`config.mk`:
```
export PLATFORM = sky130hd
export DESIGN_NAME = roc_data_tx
export DESIGN_NICKNAME = d
export VERILOG_FILES = /design/src/rtl/roc_pkg.sv /design/src/rtl/hit_fifo.sv /design/src/rtl/roc_data_tx.sv
export SDC_FILE = /design/constraint.sdc
export NUM_CORES = 1
export LEC_CHECK = 0
export BUFFER_PORTS_ARGS = -buffer_cell sky130_fd_sc_hd__buf_2
export CAP_MARGIN = 20
export CORE_ASPECT_RATIO = 0.8
export CORE_UTILIZATION = 35
export DETAILED_ROUTE_END_ITERATION = 8
export MAX_ROUTING_LAYER = met4
export PLACE_DENSITY_LB_ADDON = 0.25
export SYNTH_ARGS = -nofsm -noshare
export SYNTH_HDL_FRONTEND = slang
export SYNTH_HIERARCHICAL = 1
export SYNTH_SLANG_ARGS = --single-unit
```
`constraint.sdc`:
```
create_clock -name clk -period 3.2 [get_ports clk]
set_input_delay 0.48 -clock clk [delete_from_list [all_inputs] [get_ports clk]]
set_output_delay 0.48 -clock clk [all_outputs]
set_load 0.01 [all_outputs]
```
`src/rtl/roc_pkg.sv`:
```
// rtl/roc_pkg.sv - shared constants and FSM state type for the ROC readout emulator
package roc_pkg;
  localparam logic [8:0] ROC_HDR_PREFIX = 9'b011111111;
  localparam int         HDR_LEN        = 12;
  localparam int         HIT_LEN        = 24;

  typedef enum logic [1:0] {
    ST_IDLE,
    ST_HEADER,
    ST_HIT,
    ST_TOKEN
  } tx_state_t;
endpackage

```
`src/rtl/hit_fifo.sv`:
```
// rtl/hit_fifo.sv - synchronous hit-word FIFO with full flag and occupancy count
module hit_fifo #(
  parameter int MAX_HITS = 16,
  parameter int HCW      = 5,
  parameter int DW       = 24
) (
  input  logic          clk,
  input  logic          reset_n,
  input  logic          wr_en,
  input  logic [DW-1:0] wr_data,
  input  logic          rd_en,
  output logic [DW-1:0] rd_data,
  output logic          full,
  output logic [HCW-1:0] count
);
  localparam int AW = (MAX_HITS > 1) ? $clog2(MAX_HITS) : 1;

  logic [DW-1:0] mem [MAX_HITS];
  logic [AW-1:0] wr_ptr;
  logic [AW-1:0] rd_ptr;
  logic          push;
  logic          pop;

  function automatic logic [AW-1:0] ptr_inc(input logic [AW-1:0] p);
    return (p == AW'(MAX_HITS - 1)) ? '0 : p + 1'b1;
  endfunction

  assign full    = (count == HCW'(MAX_HITS));
  assign push    = wr_en && !full;
  assign pop     = rd_en && (count != '0);
  assign rd_data = mem[rd_ptr];

  always_ff @(posedge clk) begin
    if (push) mem[wr_ptr] <= wr_data;
  end

  always_ff @(posedge clk or negedge reset_n) begin
    if (!reset_n) begin
      wr_ptr <= '0;
      rd_ptr <= '0;
      count  <= '0;
    end else begin
      if (push) wr_ptr <= ptr_inc(wr_ptr);
      if (pop)  rd_ptr <= ptr_inc(rd_ptr);
      if (push && !pop)      count <= count + 1'b1;
      else if (!push && pop) count <= count - 1'b1;
    end
  end
endmodule

```
`src/rtl/roc_data_tx.sv`:
```
// rtl/roc_data_tx.sv - serial ROC frame transmitter: header, preloaded hits, token-out pulse
module roc_data_tx
  import roc_pkg::*;
#(
  parameter int MAX_HITS = 16,
  parameter int HCW      = $clog2(MAX_HITS + 1)
) (
  input  logic           clk,
  input  logic           reset_n,
  input  logic           enable,
  input  logic [2:0]     header_lsb,
  input  logic           hit_write,
  input  logic [23:0]    hit_data,
  output logic           hit_full,
  output logic [HCW-1:0] hit_count,
  input  logic           trigger,
  output logic           sdata,
  output logic           busy,
  output logic           tok_out,
  output logic [7:0]     missed_trig
);
  tx_state_t            state_q, state_d;
  logic [HIT_LEN-1:0]   shreg_q, shreg_d;
  logic [4:0]           bit_cnt_q, bit_cnt_d;
  logic [HCW-1:0]       hit_cnt_q, hit_cnt_d;
  logic [HIT_LEN-1:0]   fifo_data;
  logic                 pop;
  logic                 accept;
  logic                 seg_end;

  hit_fifo #(.MAX_HITS(MAX_HITS), .HCW(HCW), .DW(HIT_LEN)) u_fifo (
    .clk     (clk),
    .reset_n (reset_n),
    .wr_en   (hit_write),
    .wr_data (hit_data),
    .rd_en   (pop),
    .rd_data (fifo_data),
    .full    (hit_full),
    .count   (hit_count)
  );

  assign sdata  = shreg_q[HIT_LEN-1];
  assign accept = trigger && enable && (state_q == ST_IDLE);

  // hit_cnt holds the number of hits still to send after the current segment
  always_comb begin
    state_d   = state_q;
    shreg_d   = shreg_q;
    bit_cnt_d = bit_cnt_q;
    hit_cnt_d = hit_cnt_q;
    pop       = 1'b0;
    busy      = 1'b0;
    tok_out   = 1'b0;
    seg_end   = (state_q == ST_HEADER) ? (bit_cnt_q == 5'(HDR_LEN - 1))
                                       : (bit_cnt_q == 5'(HIT_LEN - 1));
    case (state_q)
      ST_IDLE: begin
        if (accept) begin
          state_d   = ST_HEADER;
          shreg_d   = {ROC_HDR_PREFIX, header_lsb, {(HIT_LEN - HDR_LEN){1'b0}}};
          bit_cnt_d = '0;
          hit_cnt_d = hit_count;
        end
      end
      ST_HEADER, ST_HIT: begin
        busy      = 1'b1;
        shreg_d   = {shreg_q[HIT_LEN-2:0], 1'b0};
        bit_cnt_d = bit_cnt_q + 5'd1;
        if (seg_end) begin
          bit_cnt_d = '0;
          if (hit_cnt_q == '0) begin
            state_d = ST_TOKEN;
            shreg_d = '0;
          end else begin
            state_d   = ST_HIT;
            pop       = 1'b1;
            shreg_d   = fifo_data;
            hit_cnt_d = hit_cnt_q - 1'b1;
          end
        end
      end
      ST_TOKEN: begin
        tok_out = 1'b1;
        state_d = ST_IDLE;
      end
      default: state_d = ST_IDLE;
    endcase
    // Abort: drop straight to idle; words already popped are lost
    if (!enable && state_q != ST_IDLE) begin
      state_d = ST_IDLE;
      shreg_d = '0;
      pop     = 1'b0;
    end
  end

  always_ff @(posedge clk or negedge reset_n) begin
    if (!reset_n) begin
      state_q   <= ST_IDLE;
      shreg_q   <= '0;
      bit_cnt_q <= '0;
      hit_cnt_q <= '0;
    end else begin
      state_q   <= state_d;
      shreg_q   <= shreg_d;
      bit_cnt_q <= bit_cnt_d;
      hit_cnt_q <= hit_cnt_d;
    end
  end

  always_ff @(posedge clk or negedge reset_n) begin
    if (!reset_n) begin
      missed_trig <= '0;
    end else if (trigger && !accept && missed_trig != 8'hFF) begin
      missed_trig <= missed_trig + 8'd1;
    end
  end
endmodule

```
==> metrics.cfg, run 1 <==
[pwr]
seqPwrFrac = 0.499
pwr-share-clk = 0.347
power.density_nw_per_um2 = 705
p_sw_frac = 0.270
internal_power_w = 0.0106
p_sw_w = 0.00392
leakage_nw = 6.82
p_comb_frac = 0.154
ir_worst_vdd_uv = 409

[synthesis]
yosys_warnings = 6
synthSimpleGateAreaFrac = 0.0509
synth-edff-count = 384
ys.flop_type = edfxtp_1
ys_types = 65
syn_area_sq_um = 17900
async_flop_share = 0.129
synth_cells = 965
synth_seq_area_share = 0.726
synth-compound-area-share = 0.0603
ys_ff_latch = 441
synth.net_count = 1014
synthAdderAreaFrac = 0.0123
avgSynthCellArea_sq_um = 18.5
synth_top_family_by_area = multiplexers
synth_xor_area_frac = 0.00589
yosys-mux-area-fraction = 0.123

[cells_and_area]
syn_to_final_growth_pct = 15.5
stdcell_count = 1774
drive_gt1_frac = 0.289
num-fill-cells = 4522
fin_nets = 1110
fin_util = 0.412

[sta]
final_hold_viol_count = 0
drv_slew = 0
worst_slack_ps = 271
finClkSkew_ps = 17.8
fmax_ghz = 0.341
fin_tns_setup_ps = 0
worst_slew_pin_slew_ps = 856
setup_viol = 0
rsz0062_at_grt = no
whs_ps = 30.0
finalCritPeriodShare = 0.915
slew_headroom = 0.429
min_period_ps = 2930

[clock_tree]
cts-root-buf = clkbuf_16
ctsHoldBuffers = 0
clock-sinks = 441
clock_latency_ps = 560
htree_levels = 2
clockBufferDepth = 3
cts_tree = done
cts-buffers-inserted = 45
path_clk_slew_ps = 60

[route]
wire_per_inst_um = 23.7
dr_total_vias = 9408
via_per_inst = 5.30
drc = 0
drt_first_pass_iters = 5
drt-total-wl_um = 42000
drt_iter0_markers = 701
ant_nets = 0

[floorplanning]
die_w_um = 255
die_area_sq_um = 51900
num_rows = 73
chipHeight_um = 204
coreArea_sq_um = 50100
initial_core_util = 0.357
ios = 49

[grt]
grt_pass1_wl_um = 62900
grt_overflow = 0
grt_pass1_vias = 9531
grt_max_degree = 40
track_usage = 0.171
antenna_found_initial = 2

[placed_design]
globalplace.congestion = 0.791
place_ws_ps = 80.3
port_buffers = 48
dpl.cell_count = 1687
dp_hpwl_um = 23800

[worst_setup_path]
cp_slowest_stage_delay_ps = 490
cp-start-kind = register
end_kind = register
worstSetupPathType = reg -> reg
crit_chain = inv_1 -> ha_1 -> or4b_4 -> o211ai_1 -> nor2_1 -> o21ai_4 -> ha_4 -> inv_1 -> ha_1 -> nor2b_1 -> o21a_1 -> o2111ai_1 -> o311ai_0
worstPathRequired_ps = 3610
crit_slowest_cell = or4b_4
worstPathMaxFanout = 6
critPathArrivalTime_ps = 3340

[min_path]
hold_class = in -> async

[run]
drv_cap = 0

[outcome]
outcome = finished, final reports clean

-- power by group through the flow --
stage                     clock network [W]  registers, W  logic [W]
after global routing                0.00541       0.00732    0.00247
after CTS                           0.00518       0.00725    0.00226
after global placement                    0       0.00735    0.00222
after detailed placement                  0       0.00737    0.00225
after floorplan                           0       0.00732    0.00136
final                               0.00504       0.00726    0.00224
-- state kept, by name, summed over array words and instances, names as in the netlist --
register       flops
u_fifo/rd_ptr      4
u_fifo/count       5
missed_trig        8
u_fifo/mem       384
hit_cnt_q          5
shreg_q           24
u_fifo/wr_ptr      4
state_q            2
bit_cnt_q          5
-- critical path, delay by kind of cell (launching register included) --
kind                       cells  cell delay, ps
AOI/OAI and AO/OA              5             750
and+or+nand+nor                3             750
adders and majority gates      3             710
DFF                            1             390
buffers and inverters          2             180
-- metal layers --
metal / GRT usage / vias to the layer above / wire length [um]
li1: - / 4121 / -
met1: 0.246 / 4989 / 20100
met4: 0.0379 / 0 / 748
met2: 0.253 / 242 / 18900
met3: 0.0325 / 56 / 2290
met5: - / - / 0
-- Yosys cell counts, drive strengths merged, types with 3 or more instances --
| cell type | n | share of area |
|---|---|---|
| edfxtp | 384 | 0.65 |
| mux4 | 96 | 0.12 |
| nand2 | 68 | 0.014 |
| dfrtp | 57 | 0.080 |
| a22oi | 49 | 0.023 |
| nand3 | 49 | 0.014 |
| o21ai | 36 | 0.011 |
| buf | 27 | 0.010 |
| clkbuf | 27 | 0.0079 |
| nor2 | 22 | 0.0046 |
| inv | 19 | 0.0040 |
| ha | 16 | 0.011 |
| a221oi | 12 | 0.0066 |
| and3 | 9 | 0.0032 |
| nor3 | 8 | 0.0022 |
| xor2 | 7 | 0.0034 |
| a211oi | 5 | 0.0021 |
| a21o | 5 | 0.0021 |
| o22ai | 5 | 0.0018 |
| xnor2 | 5 | 0.0025 |
| nand2b | 4 | 0.0014 |
| nor4 | 4 | 0.0014 |
| or3 | 4 | 0.0015 |
| a21oi | 3 | 0.00084 |
| a22o | 3 | 0.0015 |
| a32o | 3 | 0.0017 |
| and2 | 3 | 0.0011 |
| nor2b | 3 | 0.0011 |
-- layout by cell type (no fill, tap or decap), types with 7 or more instances in the layout --
master / instances
mux4_2: 96
a22oi_1: 39
nor2_1: 9
and3_1: 9
nand2_1: 68
ha_1: 15
edfxtp_1: 384
clkbuf_1: 10
o21ai_1: 11
o21ai_0: 23
a221oi_1: 10
a22oi_2: 10
clkinv_2: 12
buf_2: 48
nor2_4: 12
inv_1: 19
xor2_1: 7
clkbuf_16: 45
buf_4: 52
clkinv_1: 7
dfrtp_1: 55
nand3_1: 49
-- path summary, 6_finish.rpt --
check | cells past startpoint | startpoint | slack, ps | to
worst min register to register | 1 | missed_trig[7] | 490 | missed_trig[7]
worst max register to register | 13 | hit_cnt_q[0] | 270 | u_fifo/count[4]
worst max-delay path | 13 | hit_cnt_q[0] | 270 | u_fifo/count[4]
min in group clk | 1 | hit_data[22] | 290 | u_fifo/mem[10][22]
max in group asynchronous | 2 | reset_n | 2460 | shreg_q[14]
worst min-delay path | 1 | reset_n | 30 | hit_cnt_q[0]
-- kinds of logic after synthesis --
| group | after synthesis |
|---|---|
| and+or+nand+nor | 185 |
| AOI/OAI and AO/OA | 138 |
| adders and majority gates | 17 |
| muxes | 99 |
| buffers and inverters | 73 |
| xor gates and xnor gates | 12 |
| DFF | 441 |
-- repair_timing --
| action | CTS | global route |
|---|---|---|
| endpoints found under the setup margin | 0 | 2 |
| resized for setup | 0 | 2 |
| buffers inserted | 0 | 2 |
-- metrics by stage --
stage | instance area [sq um] | power (W)
CTS | 20600 | 0.0147
global route | 20600 | 0.0152
detailed placement | 19200 | 0.00962
finish | 20600 | 0.0145
floorplan | 17900 | 0.00868
global placement | 19200 | 0.00956
-- area by class of cell --
type | count | area, sq um | share of cell area
tap | 675 | 845 | 0.0409
antenna | 1 | 2.50 | 0.000121
inverter | 19 | 71.3 | 0.00346
clock inverter | 25 | 193 | 0.00934
clock buffer | 59 | 1220 | 0.0591
sequential | 441 | 13000 | 0.629
multi-input combinational | 451 | 4640 | 0.225
timing repair buffer | 103 | 691 | 0.0335
(Power assumes the default switching activity.)
==> run 2, diff against run 1 <==
- CORE_ASPECT_RATIO: 0.8 -> 1.4
==> run 2 against run 1 <==
Compared with the run above:
- the flow now finishes with violations (design-rule violations)
- clock power down 0.8%
- non-clock buffer count down 5
- die area about the same
- global-route usage down 0.38 points
- sequential share of layout area up 0.23 points
- worst setup slack worse by 45 ps
- first-iteration DRC count up 0.86%
- cell count down 2.4%
- sequential cell count unchanged
- cell area down 0.36%
- clock-buffer cell count down 12
- largest cell class unchanged
==> metrics.cfg, run 2 (synthesized netlist as in run 1, its figures left out) <==
[grt]
track_usage = 0.167  ; -0.00377
grt_overflow = 0  ; unchanged
busiest_layer = met2
grt_max_degree = 51  ; +28%
antenna_found_initial = 1  ; -1
grt_pass1_wl_um = 62300  ; -0.95%
met3_usage = 0.0206  ; -0.0119
gr-usage-met2 = 0.282  ; +0.0297
grt_pass1_vias = 9693  ; +1.7%
met1_usage = 0.209  ; -0.0369

[worst_setup_path]
cp_slowest_stage_delay_ps = 480  ; about the same
cp-start-kind = register
worstSetupPathType = reg -> reg
end_kind = register
cp_num_cells = 13  ; unchanged
critPathArrivalTime_ps = 3370  ; +30 ps
worstPathMaxFanout = 7  ; +1
path_buf_inv = 2  ; unchanged
critical-path-top-delay-family = compound AO/OA/AOI/OAI gates
crit_slowest_cell = or4b_4
worstPathRequired_ps = 3590  ; -20 ps
ff2ff_path_depth = 13  ; unchanged
crit_chain = inv_1 -> ha_1 -> or4b_4 -> o211ai_1 -> nor2_1 -> o21ai_4 -> ha_4 -> inv_1 -> ha_1 -> nor2b_1 -> o21a_1 -> o2111ai_1 -> o311ai_0

[pwr]
power.density_nw_per_um2 = 704  ; -0.12%
total_power_w = 0.0145  ; -0.48%
ir_worst_vdd_uv = 331  ; -19%
leakage_nw = 6.78  ; -0.57%

[sta]
slew_headroom = 0.364  ; -0.0648
rsz0062_at_grt = no
finClkSkew_ps = 22.9  ; +5.09 ps
final_hold_viol_count = 0  ; unchanged
worst_slew_pin_slew_ps = 953  ; +97.2 ps
fin_tns_setup_ps = 0  ; unchanged
min_period_ps = 2970  ; +45.2 ps
drv_slew = 0  ; unchanged
setup_viol = 0  ; unchanged
fmax_ghz = 0.336  ; -1.5%
finalCritPeriodShare = 0.930  ; +0.0141

[route]
via_per_inst = 5.36  ; +1.0%
drc = 9  ; +9
ant_nets = 0  ; unchanged
dr_total_vias = 9274  ; -1.4%
wire_per_inst_um = 23.7  ; about the same
drt_iter0_markers = 707  ; +0.86%
drt_first_pass_iters = 6  ; +1
drt-total-wl_um = 41000  ; -2.4%

[floorplanning]
coreArea_sq_um = 50200  ; +0.38%
die_area_sq_um = 51900  ; about the same
num_rows = 97  ; +33%
die_w_um = 193  ; -24%
ios = 49  ; unchanged
chipHeight_um = 269  ; +32%
initial_core_util = 0.355  ; -0.00137

[placed_design]
dp_hpwl_um = 23800  ; about the same
port_buffers = 48  ; unchanged
globalplace.congestion = 0.774  ; -2.2%
dpl.cell_count = 1651  ; -2.1%

[cells_and_area]
largest_reg_flops = 384  ; unchanged
syn_to_final_growth_pct = 15.1
stdcell_count = 1731  ; -2.4%
final_cell_mix = edfxtp_1, mux4_2, nand2_1, dfrtp_1, nand3_1
reg_top3 = u_fifo/mem x384, shreg_q x24, missed_trig x8
drive_gt1_frac = 0.287  ; -0.00168
fin_nets = 1102  ; -0.72%
layout_commonest_cell = edfxtp_1
largest-register = u_fifo/mem

[clock_tree]
ctsHoldBuffers = 0  ; unchanged
clockBufferDepth = 3  ; unchanged
cts-buffers-inserted = 42  ; -6.7%
htree_levels = 2  ; unchanged
clock-sinks = 441  ; unchanged
cts_tree = done
cts-root-buf = clkbuf_16
clock_latency_ps = 550  ; about the same
path_clk_slew_ps = 60  ; about the same

[outcome]
violations = design-rule violations
outcome = finished with violations

[min_path]
hold_class = in -> async

[run]
drv_cap = 0  ; unchanged

==> run 2: changes by cell type in the layout (fill, tap and decap cells not counted), sizes merged <==
cell and delta:
clkbuf -12, buf -5, clkinv +5, bufinv +2, inv -2, clkinvlp +1
==> run 2: final cells by class <==
class	count	area, sq um
Fill cell	4487	29700
Tap cell	643	805
Multi-Input combinational cell	451	4640
Clock buffer	47	1100
Clock inverter	31	288
Antenna cell	1	2.50
Sequential cell	441	13000
Timing Repair Buffer	98	678
Inverter	19	71.3
==> run 2: repair_timing <==
item | in CTS | in global routing
setup buffers | 0 | 1
gates resized for setup | 0 | 2
setup endpoints to repair | 0 | 1
hold endpoints to repair | 0 | 0
==> run 2: metrics by stage <==
| step | worst slack (ps) | area, sq um | util | hold slack (ps) |
|---|---|---|---|---|
| finish | 225 | 20600 | 0.409 | 14.5 |
| global route | 39.5 | 20600 | 0.409 | 71.0 |
| CTS | 70.5 | 20500 | 0.409 | 23.3 |
| detailed placement | 78.7 | 19100 | 0.381 | 474 |
| global placement | 148 | 19100 | 0.381 | 470 |
| floorplan | 15.2 | 17900 | - | 184 |
==> run 2: power breakdown <==
group / total (W) / switching (W) / internal [W]
combinational: 0.00222 / 0.00140 / 0.000827
sequential: 0.00725 / 0.000315 / 0.00693
clock: 0.00500 / 0.00217 / 0.00283
total: 0.0145 / 0.00389 / 0.0106
==> run 2: metal layers <==
metal  vias to the layer above  wire length (um)
met1                      4911             17000
li1                       4089                 -
met2                       209             21400
met3                        65              1520
met5                         -                 0
met4                         0              1070
==> run 2: path summary, 6_finish.rpt <==
| path | start | end | slack (ps) |
|---|---|---|---|
| hold reg to reg | missed_trig[5] | missed_trig[5] | 490 |
| max in group asynchronous | reset_n | shreg_q[9] | 2460 |
| hold / removal | reset_n | hit_cnt_q[1] | 10 |
| setup / recovery | hit_cnt_q[0] | u_fifo/count[4] | 230 |
| min in group clk | header_lsb[2] | shreg_q[14] | 290 |
| setup reg to reg | hit_cnt_q[0] | u_fifo/count[4] | 230 |
